## src/rtl/ras_pkg.sv

```systemverilog
// ras_pkg: shared types and constants for the return address stack.
//   RAS_DEPTH        - number of stack entries (power of 2)
//   RAS_TARGET_WIDTH - stored return-target bits (matches the BTB target width)
//   ras_ckpt_t       - (ptr,count) checkpoint carried in branch info to the BRU
//   ras_op_e         - per-cycle stack operation after priority resolution
package ras_pkg;

  localparam int unsigned RAS_DEPTH        = 8;
  localparam int unsigned RAS_TARGET_WIDTH = 14;
  localparam int unsigned LOG_RAS_DEPTH    = $clog2(RAS_DEPTH);

  typedef logic [LOG_RAS_DEPTH-1:0]    ras_ptr_t;
  typedef logic [LOG_RAS_DEPTH:0]      ras_cnt_t;
  typedef logic [RAS_TARGET_WIDTH-1:0] ras_target_t;

  // Full-stack occupancy; count saturates here.
  localparam ras_cnt_t RAS_CNT_MAX = ras_cnt_t'(RAS_DEPTH);

  typedef struct packed {
    ras_ptr_t ptr;
    ras_cnt_t count;
  } ras_ckpt_t;

  typedef enum logic [2:0] {
    RAS_OP_IDLE    = 3'd0,
    RAS_OP_PUSH    = 3'd1,
    RAS_OP_POP     = 3'd2,
    RAS_OP_REPLACE = 3'd3,  // return-then-call: overwrite top in place
    RAS_OP_RESTORE = 3'd4
  } ras_op_e;

  // Resolve the request mix into one operation. Restore wins over everything;
  // pops on an empty stack are dropped, so push+pop on empty degrades to push.
  function automatic ras_op_e ras_decode_op(input logic restore,
                                            input logic push,
                                            input logic pop,
                                            input logic empty);
    ras_op_e op;
    op = RAS_OP_IDLE;
    if (restore) begin
      op = RAS_OP_RESTORE;
    end else if (push && pop && !empty) begin
      op = RAS_OP_REPLACE;
    end else if (push) begin
      op = RAS_OP_PUSH;
    end else if (pop && !empty) begin
      op = RAS_OP_POP;
    end
    return op;
  endfunction

endpackage

```

## src/rtl/ras.sv

```systemverilog
// ras: return address stack for the fetch-stage branch predictor.
//   Pushes the return target on predicted calls, supplies the predicted
//   target on predicted returns, and exposes a (ptr,count) checkpoint that
//   the backend hands back on mispredict/flush.
// Ports:
//   CLK, RST       - clock; asynchronous active-high reset
//   push_valid     - predicted call: push push_target
//   push_target    - return address low bits
//   pop_valid      - predicted return: consume top
//   ret_target     - mem[top_ptr], combinational read of current state
//   ret_valid      - stack non-empty
//   ckpt_ptr       - top_ptr before this cycle's push/pop
//   ckpt_count     - count before this cycle's push/pop
//   restore_valid  - mispredict restore (overrides push/pop)
//   restore_ptr    - checkpointed top_ptr
//   restore_count  - checkpointed count
module ras
  import ras_pkg::*;
(
  input  logic        CLK,
  input  logic        RST,
  input  logic        push_valid,
  input  ras_target_t push_target,
  input  logic        pop_valid,
  output ras_target_t ret_target,
  output logic        ret_valid,
  output ras_ptr_t    ckpt_ptr,
  output ras_cnt_t    ckpt_count,
  input  logic        restore_valid,
  input  ras_ptr_t    restore_ptr,
  input  ras_cnt_t    restore_count
);

  ras_target_t mem_q [RAS_DEPTH];
  ras_ptr_t    top_q, top_d;
  ras_cnt_t    cnt_q, cnt_d;

  logic        wr_en;
  ras_ptr_t    wr_idx;
  logic        empty;
  ras_op_e     op;
  ras_ckpt_t   ckpt;

  assign empty = (cnt_q == '0);
  assign op    = ras_decode_op(restore_valid, push_valid, pop_valid, empty);

  // Read side: everything comes straight from the current state.
  assign ckpt       = '{ptr: top_q, count: cnt_q};
  assign ret_target = mem_q[top_q];
  assign ret_valid  = !empty;
  assign ckpt_ptr   = ckpt.ptr;
  assign ckpt_count = ckpt.count;

  // Next-state and write-port selection.
  always_comb begin
    top_d  = top_q;
    cnt_d  = cnt_q;
    wr_en  = 1'b0;
    wr_idx = top_q;
    unique case (op)
      RAS_OP_RESTORE: begin
        // Entries overwritten since the checkpoint stay as they are.
        top_d = restore_ptr;
        cnt_d = restore_count;
      end
      RAS_OP_PUSH: begin
        // Pointer wraps; on overflow the oldest entry is silently reused.
        top_d  = ras_ptr_t'(top_q + 1'b1);
        cnt_d  = (cnt_q == RAS_CNT_MAX) ? cnt_q : ras_cnt_t'(cnt_q + 1'b1);
        wr_en  = 1'b1;
        wr_idx = ras_ptr_t'(top_q + 1'b1);
      end
      RAS_OP_POP: begin
        top_d = ras_ptr_t'(top_q - 1'b1);
        cnt_d = ras_cnt_t'(cnt_q - 1'b1);
      end
      RAS_OP_REPLACE: begin
        wr_en  = 1'b1;
        wr_idx = top_q;
      end
      default: begin
      end
    endcase
  end

  // Pointer, occupancy and entry storage.
  always_ff @(posedge CLK or posedge RST) begin
    if (RST) begin
      top_q <= '0;
      cnt_q <= '0;
      for (int i = 0; i < int'(RAS_DEPTH); i++) begin
        mem_q[i] <= '0;
      end
    end else begin
      top_q <= top_d;
      cnt_q <= cnt_d;
      if (wr_en) begin
        mem_q[wr_idx] <= push_target;
      end
    end
  end

  // A checkpoint can never describe more entries than the stack holds.
  a_restore_count_legal: assert property (
    @(posedge CLK) disable iff (RST)
      restore_valid |-> (restore_count <= RAS_CNT_MAX))
    else $error("ras: restore_count %0d exceeds depth", restore_count);

  a_ctrl_known: assert property (
    @(posedge CLK) disable iff (RST)
      !$isunknown({push_valid, pop_valid, restore_valid}))
    else $error("ras: X on request inputs");

endmodule

```

## config.mk

```make
export PLATFORM = sky130hd
export DESIGN_NAME = ras
export DESIGN_NICKNAME = d
export VERILOG_FILES = /design/src/rtl/ras_pkg.sv /design/src/rtl/ras.sv
export SDC_FILE = /design/constraint.sdc
export NUM_CORES = 1
export LEC_CHECK = 0
export CORE_MARGIN = 2
export CORE_UTILIZATION = 50
export DETAILED_ROUTE_END_ITERATION = 12
export HOLD_SLACK_MARGIN = 0.08
export PLACE_DENSITY = 0.73
export SLEW_MARGIN = 0
export SYNTH_ARGS = -nofsm -noshare
export SYNTH_HDL_FRONTEND = slang
export SYNTH_SLANG_ARGS = --single-unit
```

## constraint.sdc

```tcl
create_clock -name CLK -period 6.2 [get_ports CLK]
set_input_delay 1.24 -clock CLK [delete_from_list [all_inputs] [get_ports CLK]]
set_output_delay 1.24 -clock CLK [all_outputs]
set_load 0.01 [all_outputs]
```

Yosys cells after proc, flatten, opt, wreduce, memory -nomap -nowiden:

Index checks and enable logic that the tools add are counted.

* register bits: 119
* output and inout bits: 22

* equal/unequal tests: 6
* $lt $le $gt $ge: 3
* reductions and logical operators: 9
* $add $sub $neg: 4
* bitwise gates (word level): 2
* mux-type cells: 15

Operator list (number)
* bitwise mux 112 bit: 1
* binary-select mux 14 bit (select 3 bit): 1
* demux 14 bit (select 3 bit): 1
* two-way mux 14 bit: 3
* one-hot mux 4 bit (3 select lines): 1
* one-hot mux 3 bit (3 select lines): 1
* greater-or-equal comparator 4 bit, second input constant: 2
* NOT 3 -> 4 bit: 2
* equality test 3 x 2 -> 1 bit, second input constant: 2
* two-way mux 2 bit: 3
* two-way mux 3 bit: 2
* adder 4 x 1 -> 4 bit, second input constant: 1
* equality test 4 bit, second input constant: 1
* logical AND 1 bit: 4
* zero test 4 bit: 1
* < comparator 4 x 1 -> 1 bit, second input constant: 1
* two-way mux 4 bit: 1
* subtractor 4 x 1 -> 4 bit, second input constant: 1
* adder 3 x 1 -> 3 bit, second input constant: 1
* equality test 3 x 1 -> 1 bit, second input constant: 1
* equality test 3 bit, second input constant: 1
* nonzero test 3 bit: 1
* subtractor 3 x 1 -> 3 bit, second input constant: 1
* != test 2 bit, second input constant: 1
* 4 further kinds: 4

Logic depth before layout (Yosys ltp):

Gate-level depths: netlist (run 1).

* depth after elaboration: 15
* mapped depth: 10
* depth with buffers taken out: 9

Least setup slack after synthesis (run 1):

No wires, ideal clock.

* path type: input port to flip-flop
* from: input push_valid
* to: register cnt_q[3] (netlist: ckpt_count[3])
* library setup time: 0.125 ns
* slack: 3.126 ns
* cell stages on the path: 10
* arrival: 2.949 ns
* path through: buf_2 nand2b_1 nand3b_1 inv_1 ha_1 a21oi_1 and2_1 mux2i_1 o21a_1 a2111oi_0

* word-level cells in the longest chain between the ends: 7
* elaborated cells between the ends (all ways): 12
* those cells by class: eq/ne (4); mux (4); reduce/logical (4)

Ends and longest elaborated chain
* start, declared: RTL line ras.sv:22 `input logic push_valid,`
* logical AND 1 bit (2 in series): RTL line ras_pkg.sv:42 `end else if (push && pop && !empty) begin`
* two-way mux 2 bit (*): RTL line ras_pkg.sv:42
* two-way mux 3 bit (*): RTL line ras_pkg.sv:40 `if (restore) begin`
* equality test 3 x 1 -> 1 bit (tied with other cells): RTL line ras.sv:60 `unique case (op)`
* != test 2 bit (no line) / nonzero test 3 bit (equally long branches)
* AND reduction 2 bit (no line)
* end signal, assigned: RTL line ras.sv:96 `cnt_q <= cnt_d;`
* end, declared: RTL line ras.sv:36 `ras_cnt_t cnt_q, cnt_d;`

Every way passes the cells marked *; elsewhere a longest branch is shown, timed or not.
A chain may end at the register's enable or synchronous reset.

Worst setup path after layout (run 1):

* from: register top_q[0] (netlist: ckpt_ptr[0])
* to: output ret_target[6]

* word-level cells in the longest chain between the ends: 4

Ends and longest elaborated chain
* start, declared: RTL line ras.sv:35 `ras_ptr_t top_q, top_d;`
* start signal, assigned: RTL line ras.sv:95 `top_q <= top_d;`
* NOT 3 -> 4 bit (not written as such): RTL line ras.sv:49 `assign ret_target = mem_q[top_q];`
* binary-select mux 14 bit (select 3 bit): RTL line ras.sv:49
* two-way mux 14 bit (not written as such) (2 in series): RTL line ras.sv:49
* end, declared: RTL line ras.sv:25 `output ras_target_t ret_target,`

Every way passes these cells. The select of a mux whose other input is x is not followed.

==> qor.tcl, run 1 <==
set qor(maximum_number_of_pins_on_one_net_before_global_route_repair) 63
set qor(timing.final.hold_violations) 0
set qor(dieArea_um2) 12600
set qor(maxCapViolCount) 0
set qor(clkLatencyLatePin_ns) 0.42
set qor(cellPowerDensity_nw_per_um2) 468
set qor(most-common-layout-cells) {sky130_fd_sc_hd__dfrtp_1, sky130_fd_sc_hd__mux2_2, sky130_fd_sc_hd__clkdlybuf4s50_1}
set qor(final_layout_size_suffix_gt1_frac) 0.416
set qor(timing.final.crit_share) 0.669
set qor(synth-async-reset-ratio) 1.00
set qor(drc) 0
set qor(run_status) {completed}
set qor(cts.repair.resized) 0
set qor(min_from) {mem_q[23]$_DFFE_PP0P_}
set qor(critical_path_class) {reg -> out}
set qor(aggregate_global_routing_overflow) 0
set qor(dpl_worst_slack_ns) 1.97
set qor(sequential_cell_area_um2) 2980
set qor(post_synth_num_cell_types) 48
set qor(timing.final.crit_period_ns) 4.15
set qor(areaGrowthSynthToFinish_pct) 18.6
set qor(final_max_slew_viol_count) 0
set qor(timing.critical_path.max_delay_family) {buffers and inverters}
set qor(std_cell_core_area_um2) 11400
set qor(n_antenna_cell) 0
set qor(sequential_element_share_of_the_synthesized_area) 0.510
set qor(timing.critical_path.slowest_cell_delay_ns) 0.68
set qor(initialDrtViolationCount) 221
set qor(synthesized_netlist_cell_count) 385
set qor(number_of_input_and_output_port_buffers_inserted) 47
set qor(crit_path_cell_trace) {buf_4 -> mux4_2 -> mux2_2 -> clkdlybuf4s50_1}
set qor(stdcell_area_um2) 6920
set qor(drt-wirelength-per-cell_um) 20.6
set qor(post-cts-setup-buffers) 0
set qor(final_common_cell) {sky130_fd_sc_hd__dfrtp_1}
set qor(relSlewSlack) 0.288
set qor(final.hold.worst_slack_ns) 0.486
set qor(via_count) 3474
set qor(timing.hold.worst_path_depth) 1
set qor(postCtsHoldBufs) 0
set qor(reg2reg_slack_ns) 3.02
set qor(timing.hold.worst.class) {reg -> reg}
set qor(power.leakage_nw) 2.97
set qor(syn_area_um2) 5840
set qor(die-height_um) 112
set qor(totalWireLength_um) 12000
set qor(tritoncts_clock_tree) {done}
set qor(clock_tree.htree_level_count) 4
set qor(syn_area_per_cell_um2) 15.2
set qor(ant_nets) 0
set qor(nNetsFinal) 462
set qor(number_of_global_route_vias_before_repair) 3791
set qor(rr_startpoint) {ckpt_ptr[2]$_DFFE_PP0P_}
set qor(worst-endpoint-arrival_ns) 2.91
set qor(synth.yosys.warnings) 0
set qor(synthesized_netlist_net_count) 417
set qor(fillerInstances) 911
set qor(worstSetupStartpointType) {register}
set qor(multi_input_comb_area_um2) 2660
set qor(totalNegativeSetupSlack_ns) 0
set qor(setup_ws_ns) 2.05
set qor(clock-skew-final_ns) 0.0119
set qor(critical_path.n_buffers_inverters) 2
set qor(clock-sinks) 119
set qor(numCtsBuffers) 17
set qor(place.gp.congestion) 0.793
set qor(ys.flop_type) {sky130_fd_sc_hd__dfrtp_1}
set qor(wire_length_of_the_first_global_routing_pass_um) 20300
set qor(clkTransAtPathRegs_ns) 0.05
set qor(dp.final_hpwl_um) 7320
set qor(clock_path_buffers) 2
set qor(synth-edff-count) 0
set qor(detailed_place.area_um2) 6350
set qor(critical_path.endpoint_type) {primary output}
set qor(detail_route.first_pass.iterations) 6
set qor(ir_worst_vdd_uv) 290
set qor(drt-vias-per-instance) 5.94
set qor(antenna_found_initial) 0
set qor(floorplan.die.width_um) 112
set qor(r2r-end) {mem_q[10]$_DFFE_PP0P_}
set qor(reg2reg_depth) 5
set qor(postLayoutCoreUtil) 0.606
set qor(std_cell_rows) 39
set qor(critical_path_required_ns) 4.96
set qor(grt_util_all_layers) 0.211
set qor(worstMarginPinSlew_ns) 1.07
set qor(timing.critical_path.slowest_stage_cell) {sky130_fd_sc_hd__dfrtp_2}
set qor(ios) 48
set qor(worstHoldEndpoint) {mem_q[23]$_DFFE_PP0P_}
set qor(floorplan.initialDensity) 0.511
set qor(crit_fanout) 18
set qor(max_freq_mhz) 241
set qor(rsz0062_at_grt) {false}
set qor(cts.root.buffer_cell) {sky130_fd_sc_hd__clkbuf_16}
set qor(finalSetupViolations) 0
set qor(synth-seq-cells) 119
-- per-stage QoR --
stage	total power, mW	cells
floorplan	2.00	385
CTS	3.28	585
finish	3.24	585
detailed placement	2.33	554
global placement	2.28	554
global route	3.43	585
-- worst reg2reg max path, stage by stage, from the launching register on --
cell and delay [ns]:
sky130_fd_sc_hd__dfrtp_1 1.00, sky130_fd_sc_hd__xnor2_1 0.30, sky130_fd_sc_hd__nor4b_1 0.35, sky130_fd_sc_hd__a31oi_1 0.12, sky130_fd_sc_hd__nor2_2 0.86, sky130_fd_sc_hd__mux2_2 0.44
-- power breakdown --
group | total, mW | internal (mW) | switching [mW] | leakage [nW]
logic | 0.970 | 0.655 | 0.315 | 1.24
clock network | 0.921 | 0.603 | 0.318 | 0.283
registers | 1.35 | 1.14 | 0.205 | 1.45
total | 3.24 | 2.40 | 0.837 | 2.97
-- cell usage after synthesis (4+ instances only) --
| cell | n | area [um^2] |
|---|---|---|
| sky130_fd_sc_hd__mux2_4 | 12 | 180 |
| sky130_fd_sc_hd__o21ai_0 | 4 | 20.0 |
| sky130_fd_sc_hd__nand2_1 | 8 | 30.0 |
| sky130_fd_sc_hd__xnor2_1 | 5 | 43.8 |
| sky130_fd_sc_hd__clkbuf_1 | 4 | 15.0 |
| sky130_fd_sc_hd__mux2_2 | 104 | 1170 |
| sky130_fd_sc_hd__a21oi_1 | 4 | 20.0 |
| sky130_fd_sc_hd__buf_1 | 5 | 18.8 |
| sky130_fd_sc_hd__buf_2 | 7 | 35.0 |
| sky130_fd_sc_hd__mux2_1 | 10 | 113 |
| sky130_fd_sc_hd__a31oi_1 | 5 | 31.3 |
| sky130_fd_sc_hd__dfrtp_1 | 119 | 2980 |
| sky130_fd_sc_hd__buf_6 | 5 | 56.3 |
| sky130_fd_sc_hd__ha_1 | 5 | 62.6 |
| sky130_fd_sc_hd__inv_1 | 10 | 37.5 |
| sky130_fd_sc_hd__nand2b_1 | 4 | 25.0 |
| sky130_fd_sc_hd__mux4_2 | 28 | 631 |
-- cell type report --
type	count	share of cell area
inverter	10	0.00578
timing repair buffer	51	0.0723
multi-input combinational	231	0.384
clock buffer	30	0.0815
clock inverter	1	0.000723
sequential	119	0.430
tap	143	0.0258
-- kinds of logic (layout without fill, tap and decap cells) --
logic type	count (synthesis)	count (layout)	share of synthesized area
AO/OA/AOI/OAI	24	24	0.0291
XOR/XNOR	6	6	0.00900
adder cells (fa/ha/maj)	6	6	0.0141
buffers and inverters	35	92	0.0351
flip-flops	119	119	0.510
multiplexers	155	155	0.360
AND/OR/NAND/NOR	40	40	0.0422
-- worst max-delay path by stage --
stage / from / to / depth (start not counted)
after global placement: restore_valid / mem_q[33]$_DFFE_PP0P_ / 6
after detailed placement: restore_valid / mem_q[39]$_DFFE_PP0P_ / 6
after global routing: ckpt_ptr[0]$_DFFE_PP0P_ / ret_target[6] / 4
after CTS: ckpt_ptr[0]$_DFFE_PP0P_ / ret_target[6] / 4
final: ckpt_ptr[0]$_DFFE_PP0P_ / ret_target[6] / 4
after floorplan: RST / ckpt_count[0]$_DFFE_PP0P_ / 1
-- metal layers --
layer	global-route usage	routed length, um	vias to the layer above
li1	-	-	1535
met1	0.294	5640	1847
met2	0.325	5750	76
met3	0.0616	463	16
met4	0.0675	189	0
met5	0	0	-
-- registers in the layout, indices dropped and copies added (netlist names) --
name / count
ckpt_count: 4
ckpt_ptr: 3
mem_q: 112
Power figures use the tool's default switching activity.
==> run 2: changes to the inputs <==
--- a/config.mk
+++ b/config.mk
@@ -9,7 +9,7 @@
 export CORE_UTILIZATION = 50
 export DETAILED_ROUTE_END_ITERATION = 12
 export HOLD_SLACK_MARGIN = 0.08
-export PLACE_DENSITY = 0.73
+export PLACE_DENSITY = 0.76
 export SLEW_MARGIN = 0
 export SYNTH_ARGS = -nofsm -noshare
 export SYNTH_HDL_FRONTEND = slang
==> constraint.sdc (replaced) <==
create_clock -name CLK -period 3.35 [get_ports CLK]
set_input_delay 0.67 -clock CLK [delete_from_list [all_inputs] [get_ports CLK]]
set_output_delay 0.67 -clock CLK [all_outputs]
set_load 0.01 [all_outputs]
==> run 2 against run 1 <==
Core utilization grew 2.0 points; sequential power grew 84%; final cell count grew 3.1%; global-route usage is essentially flat; first-iteration DRC count grew 13%; flip-flop and latch count is the same; largest power group unchanged.
==> qor.tcl, run 2 (synthesis results as in run 1) <==
set qor(dp.final_hpwl_um) 7770 ;# +6.1%
set qor(std_cell_rows) 39 ;# unchanged
set qor(totalWireLength_um) 12200 ;# +1.3%
set qor(final_layout_size_suffix_gt1_frac) 0.437 ;# +0.0207
set qor(tritoncts_clock_tree) {done}
set qor(maxCapViolCount) 0 ;# unchanged
set qor(max_freq_mhz) 312
set qor(ir_worst_vdd_uv) 502 ;# +73%
set qor(number_of_input_and_output_port_buffers_inserted) 47 ;# unchanged
set qor(dieArea_um2) 12600 ;# unchanged
set qor(drt-vias-per-instance) 5.85 ;# -1.5%
set qor(most-common-layout-cells) {sky130_fd_sc_hd__dfrtp_1, sky130_fd_sc_hd__mux2_2, sky130_fd_sc_hd__clkdlybuf4s50_1}
set qor(maximum_number_of_pins_on_one_net_before_global_route_repair) 54 ;# -14%
set qor(drt-wirelength-per-cell_um) 20.2 ;# -1.7%
set qor(postCtsHoldBufs) 0 ;# unchanged
set qor(rsz0062_at_grt) {false}
set qor(largest_register_ff_count) 112 ;# unchanged
set qor(numCtsBuffers) 17 ;# unchanged
set qor(cellPowerDensity_nw_per_um2) 869 ;# +86%
set qor(ant_nets) 0 ;# unchanged
set qor(worst-endpoint-arrival_ns) 2.54 ;# -0.37 ns
set qor(seq_power_share) 0.401 ;# -0.015
set qor(via_count) 3528 ;# +1.6%
set qor(grt_util_all_layers) 0.211 ;# about the same
set qor(cts.root.buffer_cell) {sky130_fd_sc_hd__clkbuf_16}
set qor(totalNegativeSetupSlack_ns) 0 ;# unchanged
set qor(switching_share) 0.254 ;# -0.00392
set qor(timing.final.crit_share) 0.958
set qor(net-switching-power_mw) 1.58 ;# +89%
set qor(run_status) {completed}
set qor(relSlewSlack) 0.278 ;# -0.00996
set qor(antenna_found_initial) 0 ;# unchanged
set qor(floorplan.die.width_um) 112 ;# unchanged
set qor(finalSetupViolations) 0 ;# unchanged
set qor(aggregate_global_routing_overflow) 0 ;# unchanged
set qor(clock-skew-final_ns) 0.00676 ;# -0.00512 ns
set qor(worstSetupStartpointType) {register}
set qor(final_max_slew_viol_count) 0 ;# unchanged
set qor(ios) 48 ;# unchanged
set qor(crit_fanout) 9 ;# -9
set qor(critical_path.endpoint_type) {primary output}
set qor(critical_path_class) {reg -> out}
set qor(nNetsFinal) 479 ;# +3.7%
set qor(fillerInstances) 858 ;# -5.8%
set qor(combPwrFrac) 0.294 ;# -0.005
set qor(floorplan.initialDensity) 0.511 ;# unchanged
set qor(timing.final.crit_period_ns) 3.21
set qor(timing.hold.worst.class) {reg -> reg}
set qor(number_of_global_route_vias_before_repair) 3838 ;# +1.2%
set qor(cts.repair.resized) 0 ;# unchanged
set qor(power.internal_mw) 4.63 ;# +93%
set qor(post-cts-setup-buffers) 0 ;# unchanged
set qor(most_flop_heavy_register) {mem_q}
set qor(place.gp.congestion) 0.918 ;# +16%
set qor(final_common_cell) {sky130_fd_sc_hd__dfrtp_1}
set qor(clock-sinks) 119 ;# unchanged
set qor(detail_route.first_pass.iterations) 4 ;# -2
set qor(areaGrowthSynthToFinish_pct) 22.5
set qor(clkTransAtPathRegs_ns) 0.05 ;# about the same
set qor(clock_path_buffers) 2 ;# unchanged
set qor(critical_path_required_ns) 2.68 ;# -2.28 ns
set qor(clock_tree.htree_level_count) 4 ;# unchanged
set qor(drc) 0 ;# unchanged
set qor(initialDrtViolationCount) 250 ;# +13%
set qor(timing.final.hold_violations) 0 ;# unchanged
set qor(worstMarginPinSlew_ns) 1.08 ;# +0.0161 ns
set qor(wire_length_of_the_first_global_routing_pass_um) 20200 ;# -0.37%
set qor(power.leakage_nw) 3.08 ;# +3.6%
set qor(clkLatencyLatePin_ns) 0.42 ;# about the same
set qor(clock_power_share) 0.305 ;# +0.021
set qor(die-height_um) 112 ;# unchanged
set qor(postLayoutCoreUtil) 0.626 ;# +0.0198
set qor(n_antenna_cell) 0 ;# unchanged
set qor(std_cell_core_area_um2) 11400 ;# unchanged
==> run 2: path summary, 6_finish.rpt <==
path,startpoint,to,slack [ns],cells after the start
max,ckpt_ptr[0]$_DFFE_PP0P_,ret_target[2],0.14,4
min in group asynchronous,RST,mem_q[30]$_DFFE_PP0P_,0.72,2
min reg2reg,mem_q[22]$_DFFE_PP0P_,mem_q[22]$_DFFE_PP0P_,0.49,1
max in group asynchronous,RST,mem_q[51]$_DFFE_PP0P_,1.93,3
min,mem_q[22]$_DFFE_PP0P_,mem_q[22]$_DFFE_PP0P_,0.49,1
max reg2reg,ckpt_count[0]$_DFFE_PP0P_,ckpt_count[3]$_DFFE_PP0P_,0.41,9
==> run 2: layout make-up <==
class / count / area [um^2] / share of cell area
Multi-Input combinational cell: 231 / 2660 / 0.371
Timing Repair Buffer: 68 / 678 / 0.0948
Clock inverter: 8 / 145 / 0.0203
Clock buffer: 24 / 472 / 0.0660
Sequential cell: 119 / 2980 / 0.417
Tap cell: 143 / 179 / 0.0250
Inverter: 10 / 41.3 / 0.00577
==> run 2: power groups by stage <==
stage                     clock, mW  sequential (mW)  combinational (mW)
after floorplan                   0             2.36                1.35
after global placement            0             2.45                1.77
after detailed placement          0             2.50                1.83
after CTS                      1.93             2.49                1.85
after global routing           2.00             2.58                1.96
final                          1.90             2.49                1.83
==> run 2: worst max-delay path, stage by stage (launching register included) <==
cell	delay (ns)
sky130_fd_sc_hd__dfrtp_2	0.55
sky130_fd_sc_hd__buf_4	0.28
sky130_fd_sc_hd__mux4_2	0.54
sky130_fd_sc_hd__mux2_2	0.28
sky130_fd_sc_hd__clkdlybuf4s50_1	0.48
==> run 2: metrics by stage <==
| stage | std cells | instance area, um^2 | power, mW | hold WS [ns] | setup WS, ns |
|---|---|---|---|---|---|
| global placement | 571 | 6530 | 4.22 | 0.469 | 0.349 |
| CTS | 603 | 7150 | 6.27 | 0.498 | 0.104 |
| global route | 603 | 7150 | 6.54 | 0.517 | 0.0286 |
| detailed placement | 571 | 6530 | 4.33 | 0.481 | 0.251 |
| floorplan | 385 | 5840 | 3.71 | 0.459 | 0.592 |
| finish | 603 | 7150 | 6.21 | 0.490 | 0.141 |
==> run 2: metal layers <==
metal,vias to the layer above,GRT usage,share of wire
met5,-,0,0
met4,0,0.0821,0.018
met3,20,0.0599,0.047
met2,78,0.339,0.50
met1,1857,0.276,0.44
li1,1573,-,-
